$ cat src/rtl/dac_update_scheduler.sv
// rtl/dac_update_scheduler.sv - coalescing two-channel DAC write scheduler with LDAC sequencing
module dac_update_scheduler #(
  parameter logic [15:0] ADDRESS_DAC0   = 16'hdac0,
  parameter logic [15:0] ADDRESS_DAC1   = 16'hdac1,
  parameter logic [15:0] ADDRESS_DAC_EN = 16'hdacf,
  parameter int unsigned ACK_TIMEOUT    = 4096
) (
  input  logic        clk,
  input  logic        rst,
  input  logic        ch0_valid,
  input  logic [15:0] ch0_data,
  output logic        ch0_ready,
  input  logic        ch1_valid,
  input  logic [15:0] ch1_data,
  output logic        ch1_ready,
  input  logic        auto_load,
  input  logic        sw_load,
  input  logic        err_clr,
  output logic [31:0] dac_app_din,
  output logic        dac_app_req,
  input  logic        dac_app_ack,
  output logic        busy,
  output logic        load_done,
  output logic        timeout_err
);

  typedef enum logic [1:0] {IDLE, ISSUE, WAIT_ACK, GAP} state_t;

  localparam logic [31:0] ACK_LAST = 32'(ACK_TIMEOUT - 1);

  state_t      state;
  logic [15:0] shadow0;
  logic [15:0] shadow1;
  logic        pend0;
  logic        pend1;
  logic        load_pending;
  logic        rr_ptr;
  logic        cmd_is_load;
  logic [31:0] ack_cnt;

  logic        wr0;
  logic        wr1;
  logic        any_pend;
  logic        sel_ch;
  logic        pick_ch;
  logic        pick_ld;
  logic        ack_ok;
  logic        ack_tmo;

  // Channels can always absorb a write; writes simply overwrite the shadow.
  assign ch0_ready = ~rst;
  assign ch1_ready = ~rst;
  assign wr0       = ch0_valid & ch0_ready;
  assign wr1       = ch1_valid & ch1_ready;

  assign busy = (state != IDLE) | pend0 | pend1 | load_pending;

  // Round-robin choice between pending channels and the IDLE decisions.
  always_comb begin
    any_pend = pend0 | pend1;
    if (rr_ptr) sel_ch = pend1 ? 1'b1 : 1'b0;
    else        sel_ch = pend0 ? 1'b0 : 1'b1;
    pick_ch = (state == IDLE) & any_pend;
    pick_ld = (state == IDLE) & ~any_pend & load_pending;
    ack_ok  = (state == WAIT_ACK) & dac_app_ack;
    ack_tmo = (state == WAIT_ACK) & ~dac_app_ack & (ack_cnt == ACK_LAST);
  end

  // Shadow registers and pending bits; a new write wins over the clear on selection.
  always_ff @(posedge clk or posedge rst) begin
    if (rst) begin
      shadow0 <= 16'h0000;
      shadow1 <= 16'h0000;
      pend0   <= 1'b0;
      pend1   <= 1'b0;
    end else begin
      if (wr0) begin
        shadow0 <= ch0_data;
        pend0   <= 1'b1;
      end else if (pick_ch && !sel_ch) begin
        pend0   <= 1'b0;
      end
      if (wr1) begin
        shadow1 <= ch1_data;
        pend1   <= 1'b1;
      end else if (pick_ch && sel_ch) begin
        pend1   <= 1'b0;
      end
    end
  end

  // LDAC request flag; any set in the same cycle as selection keeps one more LDAC queued.
  always_ff @(posedge clk or posedge rst) begin
    if (rst) begin
      load_pending <= 1'b0;
    end else if (sw_load || (ack_ok && !cmd_is_load && auto_load)) begin
      load_pending <= 1'b1;
    end else if (pick_ld) begin
      load_pending <= 1'b0;
    end
  end

  // Sticky timeout flag; a fresh timeout beats a simultaneous clear.
  always_ff @(posedge clk or posedge rst) begin
    if (rst) begin
      timeout_err <= 1'b0;
    end else if (ack_tmo) begin
      timeout_err <= 1'b1;
    end else if (err_clr) begin
      timeout_err <= 1'b0;
    end
  end

  // Command sequencer: select, strobe, wait for ack (bounded), one-cycle gap.
  always_ff @(posedge clk or posedge rst) begin
    if (rst) begin
      state       <= IDLE;
      dac_app_din <= 32'h0;
      dac_app_req <= 1'b0;
      load_done   <= 1'b0;
      ack_cnt     <= 32'h0;
      rr_ptr      <= 1'b0;
      cmd_is_load <= 1'b0;
    end else begin
      dac_app_req <= 1'b0;
      load_done   <= 1'b0;
      case (state)
        IDLE: begin
          if (any_pend) begin
            rr_ptr      <= ~sel_ch;
            cmd_is_load <= 1'b0;
            dac_app_din <= sel_ch ? {ADDRESS_DAC1, shadow1} : {ADDRESS_DAC0, shadow0};
            dac_app_req <= 1'b1;
            state       <= ISSUE;
          end else if (load_pending) begin
            cmd_is_load <= 1'b1;
            dac_app_din <= {ADDRESS_DAC_EN, 16'h0000};
            dac_app_req <= 1'b1;
            state       <= ISSUE;
          end
        end
        ISSUE: begin
          ack_cnt <= 32'h0;
          state   <= WAIT_ACK;
        end
        WAIT_ACK: begin
          if (dac_app_ack) begin
            load_done <= cmd_is_load;
            state     <= GAP;
          end else if (ack_cnt == ACK_LAST) begin
            state     <= GAP;
          end else begin
            ack_cnt   <= ack_cnt + 32'h1;
          end
        end
        GAP: begin
          state <= IDLE;
        end
        default: begin
          state <= IDLE;
        end
      endcase
    end
  end

endmodule

$ cat config.mk
export PLATFORM = sky130hd
export DESIGN_NAME = dac_update_scheduler
export DESIGN_NICKNAME = d
export VERILOG_FILES = /design/src/rtl/dac_update_scheduler.sv
export SDC_FILE = /design/constraint.sdc
export NUM_CORES = 1
export LEC_CHECK = 0
export BUFFER_PORTS_ARGS = -buffer_cell sky130_fd_sc_hd__buf_2
export CORE_MARGIN = 4
export CORE_UTILIZATION = 35
export DETAILED_ROUTE_END_ITERATION = 10
export PLACE_DENSITY_LB_ADDON = 0.3
export SLEW_MARGIN = 20
export SYNTH_ARGS = -nofsm -noshare
export SYNTH_HDL_FRONTEND = slang
export SYNTH_SLANG_ARGS = --single-unit
$ cat constraint.sdc
create_clock -name clk -period 2.3 [get_ports clk]
set_input_delay 0.115 -clock clk [delete_from_list [all_inputs] [get_ports clk]]
set_output_delay 0.115 -clock clk [all_outputs]
set_load 0.05 [all_outputs]
[Yosys cells after proc, flatten, opt, wreduce, memory -nomap -nowiden]
Index checks and enable logic that the tools add are counted.
Word-level totals
  flip-flop bits (word level): 106
  input bits: 40
  logic and storage cells: 86
Cells by class
  add/sub/neg operators: 1
  equality and inequality tests: 8
  muxes and demuxes: 29
  bitwise gates (word level): 16
  reductions and logical operators: 19
Operators with widths (number)
  $mux 32: 4
  $pmux 32 s2: 1
  $add 32x1->32 const B: 1
  $eq 32x12->1 const B: 1
  $mux 1: 18
  $mux 17: 1
  $reduce_bool 2->1: 7
  $and 1x1->1: 8
  $mux 2: 4
  $pmux 2 s4: 1
  $reduce_and 2->1: 3
  $eq 2x2->1 const B: 2
  $logic_and 1x1->1: 4
  $ne 2x2->1 const B: 2
  $not 1->1: 4
  $or 1x1->1: 4
  $ne 3x2->1 const B: 1
  $ne 3x3->1 const B: 1
  $reduce_and 3->1: 1
  $eq 2x1->1 const B: 1
  $logic_not 1->1: 2
  $logic_not 2->1: 1
  $logic_or 1x1->1: 1

[Longest topological paths before layout]
  word-level depth: 6
  depth in mapped cells: 9

[Worst setup path after synthesis]
No wires, ideal clock.
  kind: input to output
  from: input port rst
  to: output port ch1_ready
  data arrival time: 2.804 ns
  required time: 2.185 ns
  slack: -0.619 ns
  stages: 2
  path buffers: 1
  path through: inv_1 > buf_4
Between the ends
  cells in the longest elaborated chain, start to end: 1
Ends and longest elaborated chain
  start: declaration: line 9  | input logic rst,
  $not 1->1: line 52  | assign ch1_ready = ~rst;
  end: declaration: line 15  | output logic ch1_ready,
Every way passes these cells.

[Worst setup path after layout]
  from: register ack_cnt[1]
  to: register ack_cnt[23]
Between the ends
  cells in the longest elaborated chain, start to end: 4
  elaborated cells on any way between the ends: 7
  those cells by class: add/sub: 1; eq/ne: 2; mux: 3; reduce/logical: 1
Ends and longest elaborated chain
  start: declaration: line 39  | logic [31:0] ack_cnt;
  start signal: assignment: line 153  | ack_cnt <= ack_cnt + 32'h1;
  $add 32x1->32: line 153
  $mux 32: line 150  | end else if (ack_cnt == ACK_LAST) begin
  $mux 32: line 147  | if (dac_app_ack) begin
  $pmux 32 s2: line 127  | case (state)
Several ways; a longest one is shown, not always the timed one. The select of a mux whose other input is x is not followed.
A chain may end at the register's enable or synchronous reset.

==> metrics.yaml <==
clock_tree:
  cts_made_buffers: 9
  cts_sinks: 92
  cts_tree: "yes"
  h-tree-depth: 3
  postCtsSetupBuffers: 0
  clkLatencyLatePin_ns: 0.34
  clkSlewWorstSetupHoldPaths_ns: 0.07
  root_buffer: "clkbuf_16"
  cts_buffer_depth: 2
floorplan:
  die-area_um2: 14600
  start_util_pct: 36.4
  coreArea_um2: 12300
  die_h_um: 121
  row_count: 40
  die_w_um: 121
  io_pins: 78
grt:
  grt_usage_pct: 14.9
  first_global_vias: 3411
  gr-total-overflow: 0
  grt_pass1_wl_um: 17500
  grt_max_degree: 93
  antenna_found_initial: 0
detailed_routing:
  met1Wirelength_um: 4750
  drt-total-wl_um: 10300
  top_layer_used: "met4"
  routed-wl-met3_um: 542
  vias: 3412
  drtIter0Drc: 145
  via_per_inst: 5.11
  drc_errors: 0
  avgRoutedWirePerCell_um: 15.5
  wl_met2_um: 4900
  antenna_left: 0
  drt_pass1_iterations: 4
power:
  combPwrFrac_pct: 38.9
  pwr-share-seq_pct: 36.2
  power.switching_mw: 2.37
  peakVddDrop_v: 0.000635
  p_leak_nw: 2.47
  clkPwrFrac_pct: 24.9
  intPower_mw: 3.52
  power_per_cell_area_nw_per_um2: 1080
  swShare_pct: 40.3
critical_path:
  endpoint_kind: "flop"
  critPathMaxFanout: 17
  cp.required_ns: 2.56
  crit_type: "flop to flop"
  crit_path_start_kind: "flop"
  ff2ff_path_depth: 7
  arrival_ns: 2.29
sta:
  clock.fmax_ghz: 0.491
  slew_headroom_pct: 63.7
  min_period_ns: 2.04
  skew_ns: 0.00701
  fin_hold_ws_ns: 0.00975
  tns_ns: 0
  worst_slew_pin_slew_ns: 0.541
  period_share_pct: 88.5
  setup_viol: 0
  rsz0062_at_grt: "false"
  final-hold-violation-count: 0
  report.final.slew_viol_count: 0
worst_hold_path:
  min_path_cells: 2
  worstHoldPathType: "primary input to flop"
final_layout:
  mostFrequentLayoutCells: "dfrtp_1, buf_2, nand2_1"
  area_growth_pct: 22.2
  diodes: 0
  mostFrequentLayoutCell: "dfrtp_1"
  drive_gt1_share_pct: 30.0
  fin_nets: 539
yosys:
  netlist_area_um2: 4470
  synth_edf_count: 0
  ys_ff_latch: 92
  synthArstFlopShare_pct: 100
  synth_ff_type: "dfrtp_1"
  ys_seq_area_share_pct: 51.6
  netlist_instances: 410
  postSynthAreaPerCell_um2: 10.9
  yosysWarnings: 0
  yosysUniqueCellTypes: 49
placed_design:
  port_buffers: 72
  gp_congestion: 0.817
  hpwl_um: 7200
status:
  status: "finished, final reports clean"
job:
  drv_cap: 0
## timing repair
action                                 CTS  global route
resized for setup                        0             0
endpoints found under the hold margin   17             1
hold buffers                            17             1
setup endpoints to repair                0             0
## path summary, 6_finish.rpt
path	start	to	slack, ns
min in group asynchronous	rst	rr_ptr$_DFFE_PP0N_	0.04
max in group asynchronous	rst	shadow1[5]$_DFFE_PP0P_	1.91
setup / recovery	ack_cnt[1]$_DFFE_PP0P_	ack_cnt[23]$_DFFE_PP0P_	0.26
hold / removal	ch0_data[13]	shadow0[13]$_DFFE_PP0P_	0.01
setup reg to reg	ack_cnt[1]$_DFFE_PP0P_	ack_cnt[23]$_DFFE_PP0P_	0.26
hold reg to reg	dac_app_din[7]$_DFFE_PP0P_	dac_app_din[7]$_DFFE_PP0P_	0.48
## layout make-up
| cell class | count | area [µm²] |
|---|---|---|
| inverter | 12 | 48.8 |
| tap | 168 | 210 |
| clock inverter | 4 | 30.0 |
| clock buffer | 12 | 267 |
| multi-input combinational | 273 | 1920 |
| sequential | 92 | 2300 |
| timing repair buffer | 107 | 681 |
| fill | 1162 | 6800 |
## metrics by stage
| stage | setup slack [ns] | area [µm²] | std cells | utilization [%] | power (mW) |
|---|---|---|---|---|---|
| 2_1_floorplan | 0.0642 | 4480 | 414 | - | 3.89 |
| 3_3_place_gp | 0.335 | 4980 | 634 | 40.6 | 4.39 |
| 3_5_place_dp | 0.274 | 4980 | 634 | 40.6 | 4.45 |
| 4_1_cts | 0.243 | 5450 | 667 | 44.4 | 5.96 |
| 5_1_grt | 0.0644 | 5460 | 668 | 44.5 | 6.28 |
| 6_report | 0.264 | 5460 | 668 | 44.5 | 5.89 |
## flip-flops by register name, indices dropped and copies added, names as in the netlist, 2 cells and up
register     flops
ack_cnt         32
dac_app_din     19
shadow0         16
shadow1         16
state            2
## metal layers
| metal | GRT usage, % | up-vias |
|---|---|---|
| met5 | 0 | - |
| met4 | 5.38 | 0 |
| met3 | 3.45 | 11 |
| met2 | 23.5 | 83 |
| met1 | 20.1 | 1674 |
| li1 | - | 1644 |
## kinds of logic after synthesis
group                      synth area share (%)
other                                    0.0840
muxes                                      15.7
and+or+nand+nor                            13.8
DFF                                        51.6
adders and majority gates                  1.12
buffers and inverters                      5.88
AOI/OAI and AO/OA                          11.4
xor gates and xnor gates                  0.392
## cells in the mapped netlist (2+ instances only)
cell type  instances  share of area [%]
nor4_1             4               0.56
nand2b_1           3               0.42
buf_4             15                2.5
mux2i_1           33                7.4
mux2_2            33                8.3
o21ai_0           22                2.5
o22ai_1            2               0.28
nor2_1            12                1.0
xnor2_1            2               0.39
a21o_1             2               0.34
nor2b_1            5               0.70
clkbuf_1          13                1.1
and2_1             2               0.28
or2_2              3               0.42
a22o_1             2               0.39
nor4_2             2               0.56
nand3_1           12                1.3
a211oi_1           2               0.34
nand2_1           37                3.1
o2111ai_1          2               0.39
dfrtp_1           92                 52
a31oi_1           11                1.5
a41oi_1            3               0.59
buf_2              6               0.67
nand4_1           16                2.2
o22a_1             2               0.39
a21oi_1           19                2.1
o211ai_1           5               0.84
inv_1             12                1.0
and3_1             8                1.1
ha_1               4                1.1
buf_6              2               0.50
nor3_1             6               0.67
## power groups by stage
| stage | clock network [mW] | registers, mW | logic, mW |
|---|---|---|---|
| after floorplan | 0 | 2.53 | 1.35 |
| after global placement | 0 | 2.14 | 2.25 |
| after detailed placement | 0 | 2.16 | 2.30 |
| after CTS | 1.51 | 2.14 | 2.32 |
| after global routing | 1.61 | 2.18 | 2.50 |
| final | 1.47 | 2.13 | 2.29 |
## critical path: stages (launching register included)
cell     delay [ns]
dfrtp_1        0.42
ha_1           0.21
nand3_1        0.15
or2_1          0.33
o41ai_4        0.33
buf_4          0.28
a21oi_1        0.06
mux2i_1        0.15
(Power assumes the default switching activity.)
